### src/rtl/apb_master.sv
// APB master: turns a single-outstanding local command into an APB
// SETUP/ACCESS transfer and returns a one-cycle completion pulse.
// Optional feature: define APB_MASTER_TIMEOUT_EN to abort ACCESS after
// TIMEOUT_CYCLES wait states with an error response.
module apb_master #(
  parameter int ADDR_W         = 10,
  parameter int DATA_W         = 32,
  parameter int TIMEOUT_CYCLES = 16
) (
  input  logic              clk,
  input  logic              reset,
  input  logic              cmd_valid_i,
  output logic              cmd_ready_o,
  input  logic [ADDR_W-1:0] cmd_addr_i,
  input  logic              cmd_write_i,
  input  logic [DATA_W-1:0] cmd_wdata_i,
  output logic              rsp_valid_o,
  output logic [DATA_W-1:0] rsp_rdata_o,
  output logic              rsp_err_o,
  output logic              psel_o,
  output logic              penable_o,
  output logic              pwrite_o,
  output logic [ADDR_W-1:0] paddr_o,
  output logic [DATA_W-1:0] pwdata_o,
  input  logic [DATA_W-1:0] prdata_i,
  input  logic              pready_i
);

  typedef enum logic [1:0] {S_IDLE, S_SETUP, S_ACCESS} state_t;

  state_t              r_state, w_state_nxt;
  logic                r_psel, w_psel_nxt;
  logic                r_penable, w_penable_nxt;
  logic                r_pwrite, w_pwrite_nxt;
  logic [ADDR_W-1:0]   r_paddr, w_paddr_nxt;
  logic [DATA_W-1:0]   r_pwdata, w_pwdata_nxt;
  logic                r_rsp_valid, w_rsp_valid_nxt;
  logic [DATA_W-1:0]   r_rsp_rdata, w_rsp_rdata_nxt;
  logic                r_rsp_err, w_rsp_err_nxt;

`ifdef APB_MASTER_TIMEOUT_EN
  localparam int CNT_W = $clog2(TIMEOUT_CYCLES + 1);
  logic [CNT_W-1:0]    r_wait_cnt, w_wait_cnt_nxt;
`else
  logic                w_unused_timeout;
  assign w_unused_timeout = (TIMEOUT_CYCLES > 0);
`endif

  // Next-state and next-output decode; every register holds unless changed.
  always_comb begin
    w_state_nxt     = r_state;
    w_psel_nxt      = r_psel;
    w_penable_nxt   = r_penable;
    w_pwrite_nxt    = r_pwrite;
    w_paddr_nxt     = r_paddr;
    w_pwdata_nxt    = r_pwdata;
    w_rsp_valid_nxt = 1'b0;
    w_rsp_rdata_nxt = r_rsp_rdata;
    w_rsp_err_nxt   = r_rsp_err;
`ifdef APB_MASTER_TIMEOUT_EN
    w_wait_cnt_nxt  = r_wait_cnt;
`endif
    case (r_state)
      S_IDLE: begin
        if (cmd_valid_i) begin
          w_state_nxt   = S_SETUP;
          w_psel_nxt    = 1'b1;
          w_penable_nxt = 1'b0;
          w_pwrite_nxt  = cmd_write_i;
          w_paddr_nxt   = cmd_addr_i;
          w_pwdata_nxt  = cmd_write_i ? cmd_wdata_i : '0;
        end
      end
      S_SETUP: begin
        w_state_nxt   = S_ACCESS;
        w_penable_nxt = 1'b1;
`ifdef APB_MASTER_TIMEOUT_EN
        w_wait_cnt_nxt = '0;
`endif
      end
      S_ACCESS: begin
        if (pready_i) begin
          w_state_nxt     = S_IDLE;
          w_psel_nxt      = 1'b0;
          w_penable_nxt   = 1'b0;
          w_pwrite_nxt    = 1'b0;
          w_paddr_nxt     = '0;
          w_pwdata_nxt    = '0;
          w_rsp_valid_nxt = 1'b1;
          w_rsp_rdata_nxt = r_pwrite ? '0 : prdata_i;
          w_rsp_err_nxt   = 1'b0;
        end
`ifdef APB_MASTER_TIMEOUT_EN
        // Counter holds the number of earlier low-pready cycles, so the
        // limit is hit on the cycle that would be the TIMEOUT_CYCLES-th.
        else if (r_wait_cnt == CNT_W'(TIMEOUT_CYCLES - 1)) begin
          w_state_nxt     = S_IDLE;
          w_psel_nxt      = 1'b0;
          w_penable_nxt   = 1'b0;
          w_pwrite_nxt    = 1'b0;
          w_paddr_nxt     = '0;
          w_pwdata_nxt    = '0;
          w_rsp_valid_nxt = 1'b1;
          w_rsp_rdata_nxt = '0;
          w_rsp_err_nxt   = 1'b1;
        end else begin
          w_wait_cnt_nxt = r_wait_cnt + 1'b1;
        end
`endif
      end
      default: w_state_nxt = S_IDLE;
    endcase
  end

  // State and registered outputs; async active-low reset.
  always_ff @(posedge clk or negedge reset) begin
    if (!reset) begin
      r_state     <= S_IDLE;
      r_psel      <= 1'b0;
      r_penable   <= 1'b0;
      r_pwrite    <= 1'b0;
      r_paddr     <= '0;
      r_pwdata    <= '0;
      r_rsp_valid <= 1'b0;
      r_rsp_rdata <= '0;
      r_rsp_err   <= 1'b0;
    end else begin
      r_state     <= w_state_nxt;
      r_psel      <= w_psel_nxt;
      r_penable   <= w_penable_nxt;
      r_pwrite    <= w_pwrite_nxt;
      r_paddr     <= w_paddr_nxt;
      r_pwdata    <= w_pwdata_nxt;
      r_rsp_valid <= w_rsp_valid_nxt;
      r_rsp_rdata <= w_rsp_rdata_nxt;
      r_rsp_err   <= w_rsp_err_nxt;
    end
  end

`ifdef APB_MASTER_TIMEOUT_EN
  // Wait-state counter for the ACCESS timeout.
  always_ff @(posedge clk or negedge reset) begin
    if (!reset) r_wait_cnt <= '0;
    else        r_wait_cnt <= w_wait_cnt_nxt;
  end
  assign rsp_err_o = r_rsp_err;
`else
  logic w_unused_err;
  assign w_unused_err = r_rsp_err | w_rsp_err_nxt;
  assign rsp_err_o    = 1'b0;
`endif

  assign cmd_ready_o = (r_state == S_IDLE);
  assign rsp_valid_o = r_rsp_valid;
  assign rsp_rdata_o = r_rsp_rdata;
  assign psel_o      = r_psel;
  assign penable_o   = r_penable;
  assign pwrite_o    = r_pwrite;
  assign paddr_o     = r_paddr;
  assign pwdata_o    = r_pwdata;

endmodule

### config.mk
export PLATFORM = sky130hd
export DESIGN_NAME = apb_master
export DESIGN_NICKNAME = d
export VERILOG_FILES = /design/src/rtl/apb_master.sv
export SDC_FILE = /design/constraint.sdc
export NUM_CORES = 1
export LEC_CHECK = 0
export ABC_CLOCK_PERIOD_IN_PS = 3900
export BUFFER_PORTS_ARGS = -buffer_cell sky130_fd_sc_hd__buf_2
export CAP_MARGIN = 40
export CORE_MARGIN = 1.5
export CORE_UTILIZATION = 45
export CTS_CLUSTER_DIAMETER = 120
export DETAILED_ROUTE_END_ITERATION = 6
export GPL_TIMING_DRIVEN = 0
export PLACE_DENSITY = 0.78
export RECOVER_POWER = 50
export SLEW_MARGIN = 20
export SYNTH_ARGS = -nofsm -noshare
export SYNTH_HDL_FRONTEND = slang
export SYNTH_SLANG_ARGS = --single-unit
export TNS_END_PERCENT = 50
### constraint.sdc
create_clock -name clk -period 3.9 [get_ports clk]
set_clock_uncertainty 0.1 [all_clocks]
set_input_delay 0 -clock clk [delete_from_list [all_inputs] [get_ports clk]]
set_output_delay 0 -clock clk [all_outputs]
set_load 0.005 [all_outputs]
==> results of run 1 <==
layout make-up:
cell class | instances | area share
buffer | 32 | 0.0314
clock buffer | 13 | 0.0285
clock inverter | 3 | 0.0125
inverter | 1 | 0.000720
multi-input combinational | 217 | 0.217
sequential | 80 | 0.384
tap | 99 | 0.0237
timing repair buffer | 238 | 0.302
metal layers:
metal | vias up | share of wire
met5 | - | 0
met1 | 1662 | 0.40
met4 | 0 | 0.018
met3 | 17 | 0.074
met2 | 158 | 0.51
li1 | 1622 | -
what timing repair did:
item	in CTS	in global routing
hold buffers	81	0
endpoints found under the setup margin	0	0
hold endpoints to repair	155	0
logic make-up after synthesis:
family / count (synthesis) / share of synthesized area
AOI/OAI and AO/OA: 111 / 0.180
buffers and inverters: 33 / 0.0508
DFF: 80 / 0.606
muxes: 1 / 0.00303
other: 1 / 0.00114
and+or+nand+nor: 104 / 0.159
cells in the final DEF, fill, tap and decap left out, drive strengths merged:
cell type,count
a21o,1
inv,1
or2,1
and2,1
nand2,34
bufinv,2
clkinv,1
o21ai,100
dfrtp,80
nor2,1
a22o,10
mux2i,1
conb,1
dlygate4sd3,81
nand3,32
nand3b,1
nand2b,34
buf,136
clkbuf,66
state kept, by name, indices dropped and copies added, names as in the netlist:
register	count
pwrite_o	1
paddr_o	10
psel_o	1
pwdata_o	32
rsp_rdata_o	32
penable_o	1
r_state	2
rsp_valid_o	1
power by group through the flow:
stage               logic (mW)  clock network, mW  registers (mW)
floorplan                0.595                  0            1.40
global placement          1.18                  0            1.37
detailed placement        1.21                  0            1.38
CTS                       1.29              0.678            1.37
global route              1.45              0.713            1.42
finish                    1.28              0.665            1.38
cells in the mapped netlist:
cell / number / area (um2)
nand2b_1: 34 / 213
o21ai_0: 91 / 455
and2_1: 1 / 6.26
inv_1: 1 / 3.75
nand3_1: 32 / 160
a21o_1: 1 / 7.51
nor2_1: 1 / 3.75
dfrtp_1: 80 / 2000
buf_4: 1 / 7.51
or2_1: 1 / 6.26
conb_1: 1 / 3.75
clkbuf_1: 24 / 90.1
mux2i_1: 1 / 10.0
nand2_1: 34 / 128
buf_6: 5 / 56.3
buf_2: 2 / 10.0
a22o_1: 10 / 87.6
nand3b_1: 1 / 7.51
o21ai_1: 9 / 45.0
how the worst max path moves through the flow:
stage,end,depth (start not counted)
after floorplan,paddr_o[2],5
after global placement,rsp_rdata_o[27],5
after detailed placement,rsp_rdata_o[30],5
after CTS,paddr_o[0],5
after global routing,paddr_o[9],5
final,paddr_o[9],5
stage by stage:
stage | setup slack [ps] | hold WS [ps]
3_3_place_gp | 2130 | 119
6_report | 1730 | 130
2_1_floorplan | 2380 | -396
3_5_place_dp | 2120 | -109
5_1_grt | 1600 | 146
4_1_cts | 1790 | 51.3
worst max-delay path: stages, from the launching register on:
cell and delay [ps]:
dfrtp_1 420, mux2i_1 570, or2_1 190, buf_6 140, a22o_1 140, dlygate4sd3_1 550
==> reports/qor.csv, run 1 <==
metric;value;unit
gp_congestion;0.750;
gr-usage-met3;0.0774;
postRouteAntennaNets;0;
finalCriticalPeriod;2170;ps
grt_use_met2;0.449;
final_max_slew_viol_count;36;
p_per_area;637;nW/um2
antenna_cells;0;
postCtsResizedCells;0;
crit_required;4080;ps
io_pins;159;
viasPerCell;5.06;
nets;658;
maxCapViolCount;1;
dpl.hpwl;6200;um
grt.busiest_layer;met2;
r2r-start;r_state[1];
synth.distinct_cells;19;
post-route-util;0.727;
seq_area;2000;um2
cts_buffers;9;
dpl.cell_count;586;
gr-usage-met1;0.316;
die_y;88.7;um
drt_iter0_drc;113;
clock_sinks;80;
start_util;0.460;
hold_depth;4;
p_leak;2.54;nW
synth_area;3300;um2
syn-num-nets;409;
cts_setup_buffers;0;
post_drt_wl_per_cell;14.8;um
internal_power;2.16;mW
clk_latency;340;ps
finalSetupTns;0;ps
vias;3459;
grt_pass1_wl;15900;um
grt_max_degree;46;
area_growth;57.9;%
cts_tree;built;
core_area;7180;um2
worstSetupPathType;reg -> reg;
pwr-share-comb;0.385;
r2r-end;paddr_o[9];
min-delay-start;cmd_valid_i;
grt_pass1_vias;3470;
syn_inst;330;
clk_path_buf_depth;2;
startpoint_type;flip-flop;
crit_start;r_state[1];
endpoint_kind;flip-flop;
tightest_slew;1970;ps
clock.fmax;460;MHz
multi_input_comb_area;1130;um2
die_x;88.7;um
rows;31;
p_sw_frac;0.350;
hold_violations;0;
grt-ovfl-total;0;
rsz0062_at_grt;false;
design_area;5220;um2
place_area;4230;um2
clkTransAtPathRegs;70;ps
status;finished, violations left;
drt_first_pass_iters;4;
p_total;3.32;mW
p_sw;1.16;mW
pwr-share-seq;0.415;
hp-class;in -> reg;
h-tree-depth;3;
grt_usage;0.264;
n_fill_cell;530;
slew_headroom;-0.312;
yosysSeqAreaShare;0.606;
critPathArrivalTime;2350;ps
path_max_fanout;8;
dieArea;7860;um2
wl;10100;um
remaining_drc_errors;0;
violations;capacitance limit, slew limit;
ys_ff_latch;80;
stdcell_count;683;
io_buffers;156;
drive_gt1_frac;0.255;
period_share;0.557;
clkPwrFrac;0.200;
syn_area_per_cell;10.0;um2
hold_end;pwdata_o[20];
cts_root_buffer;clkbuf_8;
antenna_found_initial;0;
setup_violations;0;
rr_worst_depth;5;
ys_warn_count;0;
rrSetupSlack;1730;ps
ir_worst_vdd;0.000357;V
Power figures use the tool's default switching activity.
==> run 2: changes to the inputs <==
--- a/config.mk
+++ b/config.mk
@@ -5,15 +5,16 @@
 export SDC_FILE = /design/constraint.sdc
 export NUM_CORES = 1
 export LEC_CHECK = 0
-export ABC_CLOCK_PERIOD_IN_PS = 3900
+export ABC_AREA = 1
+export ABC_CLOCK_PERIOD_IN_PS = 1800
 export BUFFER_PORTS_ARGS = -buffer_cell sky130_fd_sc_hd__buf_2
 export CAP_MARGIN = 40
 export CORE_MARGIN = 1.5
-export CORE_UTILIZATION = 45
+export CORE_UTILIZATION = 42
 export CTS_CLUSTER_DIAMETER = 120
 export DETAILED_ROUTE_END_ITERATION = 6
 export GPL_TIMING_DRIVEN = 0
-export PLACE_DENSITY = 0.78
+export PLACE_DENSITY = 0.76
 export RECOVER_POWER = 50
 export SLEW_MARGIN = 20
 export SYNTH_ARGS = -nofsm -noshare
==> constraint.sdc (replaced) <==
create_clock -name clk -period 1.8 [get_ports clk]
set_clock_uncertainty 0.1 [all_clocks]
set_input_delay 0 -clock clk [delete_from_list [all_inputs] [get_ports clk]]
set_output_delay 0 -clock clk [all_outputs]
set_load 0.005 [all_outputs]
==> run 2 against run 1 <==
  * The flow now finishes without violations
  * Count of clock-buffer cells in the layout shrank 2
  * Clock power grew 120%
  * Synthesized area grew 5.1%
  * Via count grew 10%
  * Total power grew 130%
  * Cell count grew 14%
  * Combinational power grew 140%
  * Hold slack lost 84 ps
  * Flip-flop and latch count is the same
  * Critical endpoint is now rsp_rdata_o[12]
==> reports/qor.csv, run 2 <==
metric;value;unit;change
cts_root_buffer;clkbuf_8;;unchanged
clk_latency;340;ps;about the same
ys_async_sr_fraction;1.00;;unchanged
clkPwrFrac;0.189;;was 0.200
startpoint_type;flip-flop;;unchanged
clock.fmax;651;MHz;was 460 MHz
grt-ovfl-total;0;;unchanged
setup_violations;0;;unchanged
die_y;93.9;um;was 88.7 um
synth_most_common_cell;nand2_1;;was o21ai_0
hold_buffers;79;;was 81
hp-class;in -> reg;;unchanged
core_area;7850;um2;was 7180 um2
gp_congestion;0.734;;was 0.750
antenna_found_initial;0;;unchanged
cts_tree;built;;unchanged
p_sw;2.86;mW;was 1.16 mW
worstSetupPathType;reg -> reg;;unchanged
ys.flop_type;dfrtp_1;;unchanged
slew_headroom;0.368;;was -0.312
postCtsResizedCells;0;;unchanged
grt_max_degree;45;;was 46
synth.distinct_cells;13;;was 19
critPathArrivalTime;1690;ps;was 2350 ps
p_total;7.57;mW;was 3.32 mW
vias;3815;;was 3459
postRouteAntennaNets;0;;unchanged
io_buffers;156;;unchanged
pwr-share-seq;0.410;;was 0.415
wl;11100;um;was 10100 um
p_per_area;1410;nW/um2;was 637 nW/um2
finalSetupTns;0;ps;unchanged
layout_common_cells;188 x nand2_1, 142 x buf_2, 80 x dfrtp_1;;was 129 x buf_2, 91 x o21ai_0, 81 x dlygate4sd3_1
crit_required;1950;ps;was 4080 ps
io_pins;159;;unchanged
rsz0062_at_grt;false;;unchanged
synth-edff-count;0;;unchanged
nets;747;;was 658
dpl.hpwl;6840;um;was 6200 um
p_leak;2.95;nW;was 2.54 nW
status;complete, no violations;;was finished, violations left
cts_buffers;9;;unchanged
synthTopCellsByArea;dfrtp_1 58%, nand2_1 20%, nand3_1 6.5%;;was dfrtp_1 61%, o21ai_0 14%, nand2b_1 6.4%
clock_sinks;80;;unchanged
grt_pass1_vias;3798;;was 3470
dieArea;8820;um2;was 7860 um2
cts_setup_buffers;0;;unchanged
maxCapViolCount;0;;was 1
path_max_fanout;10;;was 8
critical_path.max_stage_delay;430;ps;was 570 ps
area_growth;55.0;%;was 57.9%
internal_power;4.71;mW;was 2.16 mW
rrSetupSlack;260;ps;was 1730 ps
path_delay_family;buffers and inverters;;unchanged
n_fill_cell;640;;was 530
clk_path_buf_depth;2;;unchanged
period_share;0.854;;was 0.557
die_x;93.9;um;was 88.7 um
ir_worst_vdd;0.000809;V;was 0.000357 V
synth_area_leader_cell;dfrtp_1;;unchanged
cp_slowest_cell;dfrtp_1;;was mux2i_1
post_drt_wl_per_cell;14.3;um;was 14.8 um
syn_inst;421;;was 330
rows;32;;was 31
drt_iter0_drc;155;;was 113
viasPerCell;4.92;;was 5.06
worst-path-buf-inv;2;;unchanged
grt_usage;0.259;;was 0.264
synth_top_area_frac;0.577;;was 0.606
yosysSeqAreaShare;0.577;;was 0.606
syn-num-nets;500;;was 409
crit_path_cell_trace;inv_1 -> clkbuf_1 -> nand2_1 -> o21ai_0;;was mux2i_1 -> or2_1 -> buf_6 -> a22o_1 -> dlygate4sd3_1
drive_gt1_frac;0.263;;was 0.255
layout_commonest_cell;nand2_1;;was buf_2
finalCriticalPeriod;1540;ps;was 2170 ps
start_util;0.442;;was 0.460
drt_first_pass_iters;5;;was 4
endpoint_kind;flip-flop;;unchanged
p_sw_frac;0.378;;was 0.350
remaining_drc_errors;0;;unchanged
ys_ff_latch;80;;unchanged
tightest_slew;947;ps;was 1970 ps
pwr-share-comb;0.402;;was 0.385
ys_warn_count;0;;unchanged
final_max_slew_viol_count;0;;was 36
synth_area;3470;um2;was 3300 um2
grt_pass1_wl;17700;um;was 15900 um
hold_violations;0;;unchanged
syn_area_per_cell;8.24;um2;was 10.0 um2
synthTopCellsByCount;188 x nand2_1, 80 x dfrtp_1, 45 x nand3_1;;was 91 x o21ai_0, 80 x dfrtp_1, 34 x nand2_1, 34 x nand2b_1, 32 x nand3_1
h-tree-depth;3;;unchanged
clkTransAtPathRegs;80;ps;was 70 ps
run 2: changes by cell type in the layout (fill, tap and decap cells not counted), sizes merged, moves of 2 or more:
| cell | previous run | this run |
|---|---|---|
| nand2 | 34 | 188 |
| inv | 1 | 7 |
| clkbuf | 66 | 41 |
| o21ai | 100 | 33 |
| buf | 136 | 159 |
| nor2 | 1 | 35 |
| nand3 | 32 | 45 |
| nand2b | 34 | 0 |
| a22o | 10 | 0 |
| dlygate4sd3 | 81 | 79 |
run 2: final timing paths:
path | startpoint | endpoint | cells after the start
worst max-delay path | pwrite_o | rsp_rdata_o[12] | 4
worst min-delay path | cmd_valid_i | pwdata_o[21] | 5
worst max register to register | pwrite_o | rsp_rdata_o[12] | 4
worst min register to register | psel_o | psel_o | 2
max in group asynchronous | reset | pwdata_o[9] | 3
min in group asynchronous | reset | rsp_rdata_o[6] | 2
run 2: cell type report:
type	count	area [um2]	area share
flip-flops and latches	80	2000	0.372
repair buffers	236	1570	0.291
multi-input cells	302	1240	0.230
plain buffers	32	206	0.0384
clock buffers	11	131	0.0244
well taps	102	128	0.0237
clock inverters	5	81.3	0.0151
inverters	7	26.3	0.00488
diodes	1	2.50	0.000465
run 2: tightest hold or removal path, delay by kind of cell:
family	cells	cell delay, ps
buf+inv	2	260
simple gates	3	190
run 2: kinds of logic (layout without fill, tap and decap cells):
group                  Yosys count  in the layout  synth area share
AOI/OAI and AO/OA               33             33            0.0476
buffers and inverters           39            291            0.0670
DFF                             80             80             0.577
other                            1              2           0.00108
and+or+nand+nor                268            268             0.308
run 2: stage by stage:
step	setup WS (ps)	hold WS [ps]	instance area (um2)	util	instances
2_1_floorplan	579	-396	3470	-	421
3_3_place_gp	38.2	102	4380	0.558	679
3_5_place_dp	336	-103	4410	0.562	680
4_1_cts	310	42.1	5410	0.690	775
5_1_grt	188	75.8	5380	0.685	775
6_report	263	46.4	5380	0.686	776
run 2: power groups by stage:
stage	Sequential, mW	Combinational (mW)	Clock, mW
6_report	3.10	3.04	1.43
4_1_cts	3.07	3.07	1.45
2_1_floorplan	3.12	1.49	0
3_3_place_gp	3.06	2.85	0
5_1_grt	3.18	3.43	1.53
3_5_place_dp	3.09	2.94	0
run 2: metal layers:
metal	track usage	vias to the layer above	share of wire
met4	0.118	0	0.033
met3	0.0607	38	0.076
met2	0.454	182	0.50
met5	0	-	0
li1	-	1810	-
met1	0.299	1785	0.39
==> run 3: changes to the inputs <==
--- a/config.mk
+++ b/config.mk
@@ -10,11 +10,12 @@
 export BUFFER_PORTS_ARGS = -buffer_cell sky130_fd_sc_hd__buf_2
 export CAP_MARGIN = 40
 export CORE_MARGIN = 1.5
-export CORE_UTILIZATION = 42
+export CORE_UTILIZATION = 44
+export CTS_BUF_LIST = sky130_fd_sc_hd__clkbuf_8
 export CTS_CLUSTER_DIAMETER = 120
 export DETAILED_ROUTE_END_ITERATION = 6
 export GPL_TIMING_DRIVEN = 0
-export PLACE_DENSITY = 0.76
+export PLACE_DENSITY = 0.79
 export RECOVER_POWER = 50
 export SLEW_MARGIN = 20
 export SYNTH_ARGS = -nofsm -noshare
==> run 3 against run 2 <==
  * Cell count is 0.13% lower
  * Die area is 4.4% lower
  * Maximum frequency is 1.9% lower
  * Flip-flop and latch count is the same
  * Sequential power hardly changed
  * Hold slack worse by 25 ps
  * Total power increased by 2.2%
  * Final area increased by 0.77%
  * Core utilization is 2.0 points higher
  * Worst setup slack worse by 30 ps
  * Via count is 1.2% lower
  * First-iteration DRC count down 3.2%
  * Largest cell class unchanged
  * Largest power group unchanged
  * Highest routed layer unchanged
==> reports/qor.csv, run 3 (same netlist as run 2, synthesis figures left out) <==
metric;value;unit;change
status;complete, no violations;;unchanged
clock.fmax;638;MHz;was 651 MHz
rr_worst_depth;4;;unchanged
cts_setup_buffers;0;;unchanged
clk_latency;340;ps;about the same
vias;3770;;was 3815
grt.busiest_layer;met2;;unchanged
finalCriticalPeriod;1570;ps;was 1540 ps
grt_pass1_wl;17700;um;about the same
remaining_drc_errors;0;;unchanged
cts_buffers;9;;unchanged
startpoint_type;flip-flop;;unchanged
grt_use_met2;0.456;;was 0.454
tightest_slew;790;ps;was 947 ps
hold_ws;21.9;ps;was 46.4 ps
viasPerCell;4.86;;was 4.92
n_fill_cell;597;;was 640
hold_depth;5;;unchanged
period_share;0.871;;was 0.854
nets;747;;unchanged
antenna_cells;0;;was 1
multi_input_comb_area;1240;um2;unchanged
io_pins;159;;unchanged
gr-usage-met1;0.326;;was 0.299
grt-ovfl-total;0;;unchanged
area_growth;56.2;%;was 55.0%
clkTransAtPathRegs;80;ps;about the same
min-delay-start;cmd_valid_i;;unchanged
io_buffers;156;;unchanged
r2r-end;rsp_rdata_o[17];;was rsp_rdata_o[12]
crit_required;1930;ps;was 1950 ps
cts_root_buffer;clkbuf_8;;unchanged
p_leak;3.01;nW;was 2.95 nW
fin_ws;233;ps;was 263 ps
hold_end;pwdata_o[19];;was pwdata_o[21]
final_max_slew_viol_count;0;;unchanged
dpl.hpwl;6650;um;was 6840 um
hold_violations;0;;unchanged
gp_congestion;0.812;;was 0.734
place_area;4410;um2;unchanged
design_area;5420;um2;was 5380 um2
die_y;91.8;um;was 93.9 um
rrSetupSlack;230;ps;was 260 ps
wl;10800;um;was 11100 um
hp-class;in -> reg;;unchanged
endpoint_kind;flip-flop;;unchanged
finalSetupTns;0;ps;unchanged
p_total;7.74;mW;was 7.57 mW
stdcell_count;775;;was 776
ir_worst_vdd;0.000911;V;was 0.000809 V
r2r-start;pwrite_o;;unchanged
drive_gt1_frac;0.281;;was 0.263
p_per_area;1430;nW/um2;was 1410 nW/um2
gr-usage-met3;0.0630;;was 0.0607
drt_first_pass_iters;5;;unchanged
die_x;91.8;um;was 93.9 um
post-route-util;0.705;;was 0.686
slew_headroom;0.473;;was 0.368
antenna_found_initial;0;;unchanged
post_drt_wl_per_cell;13.9;um;was 14.3 um
setup_violations;0;;unchanged
grt_usage;0.266;;was 0.259
critPathArrivalTime;1700;ps;was 1690 ps
cts_tree;built;;unchanged
start_util;0.451;;was 0.442
h-tree-depth;3;;unchanged
drt_iter0_drc;150;;was 155
grt_pass1_vias;3831;;was 3798
seq_area;2000;um2;unchanged
layout_commonest_cell;nand2_1;;unchanged
postRouteAntennaNets;0;;unchanged
maxCapViolCount;0;;unchanged
grt_max_degree;53;;was 45
rsz0062_at_grt;false;;unchanged
dpl.cell_count;680;;unchanged
worstSetupPathType;reg -> reg;;unchanged
core_area;7690;um2;was 7850 um2
clock_sinks;80;;unchanged
rows;32;;unchanged
layout_common_cells;188 x nand2_1, 152 x buf_2, 80 x dfrtp_1;;was 188 x nand2_1, 142 x buf_2, 80 x dfrtp_1
path_max_fanout;10;;unchanged
dieArea;8430;um2;was 8820 um2
place_ws;301;ps;was 336 ps
clk_path_buf_depth;2;;unchanged
[run 3: layout make-up]
| cell class | instances | share of cell area |
|---|---|---|
| Sequential cell | 80 | 0.369 |
| Timing Repair Buffer | 236 | 0.291 |
| Multi-Input combinational cell | 302 | 0.228 |
| Buffer | 32 | 0.0381 |
| Tap cell | 102 | 0.0235 |
| Clock buffer | 9 | 0.0228 |
| Clock inverter | 7 | 0.0222 |
| Inverter | 7 | 0.00485 |
[run 3: timing repair]
action / in CTS / in global routing
endpoints found under the setup margin: 0 / 0
hold endpoints to repair: 155 / 0
hold buffers: 79 / 0
gates resized for setup: 0 / 0
[run 3: critical path, cell delays in order (launching register included)]
cell and delay [ps]:
dfrtp_1 440, inv_1 170, clkbuf_1 380, nand2_1 100, o21ai_0 270
[run 3: report_power, final]
part | leakage, nW | internal, mW | switching [mW]
Sequential | 1.03 | 2.61 | 0.470
Clock | 0.119 | 0.923 | 0.659
Combinational | 1.86 | 1.35 | 1.73
Total | 3.01 | 4.88 | 2.86
[run 3: layer usage]
| metal | wire length [um] | vias up |
|---|---|---|
| met5 | 0 | - |
| met4 | 196 | 0 |
| met3 | 840 | 17 |
| met2 | 5270 | 170 |
| met1 | 4500 | 1775 |
| li1 | - | 1808 |
[run 3: how the worst max path moves through the flow]
| stage | from | end | slack [ps] | cells past startpoint |
|---|---|---|---|---|
| final | pwrite_o | rsp_rdata_o[17] | 230 | 4 |
| after global routing | pwrite_o | rsp_rdata_o[17] | 170 | 4 |
| after detailed placement | pwrite_o | rsp_rdata_o[26] | 300 | 4 |
| after CTS | pwrite_o | rsp_rdata_o[26] | 280 | 4 |
| after floorplan | r_state[0] | pwrite_o | 580 | 6 |
| after global placement | reset | penable_o | 50 | 1 |
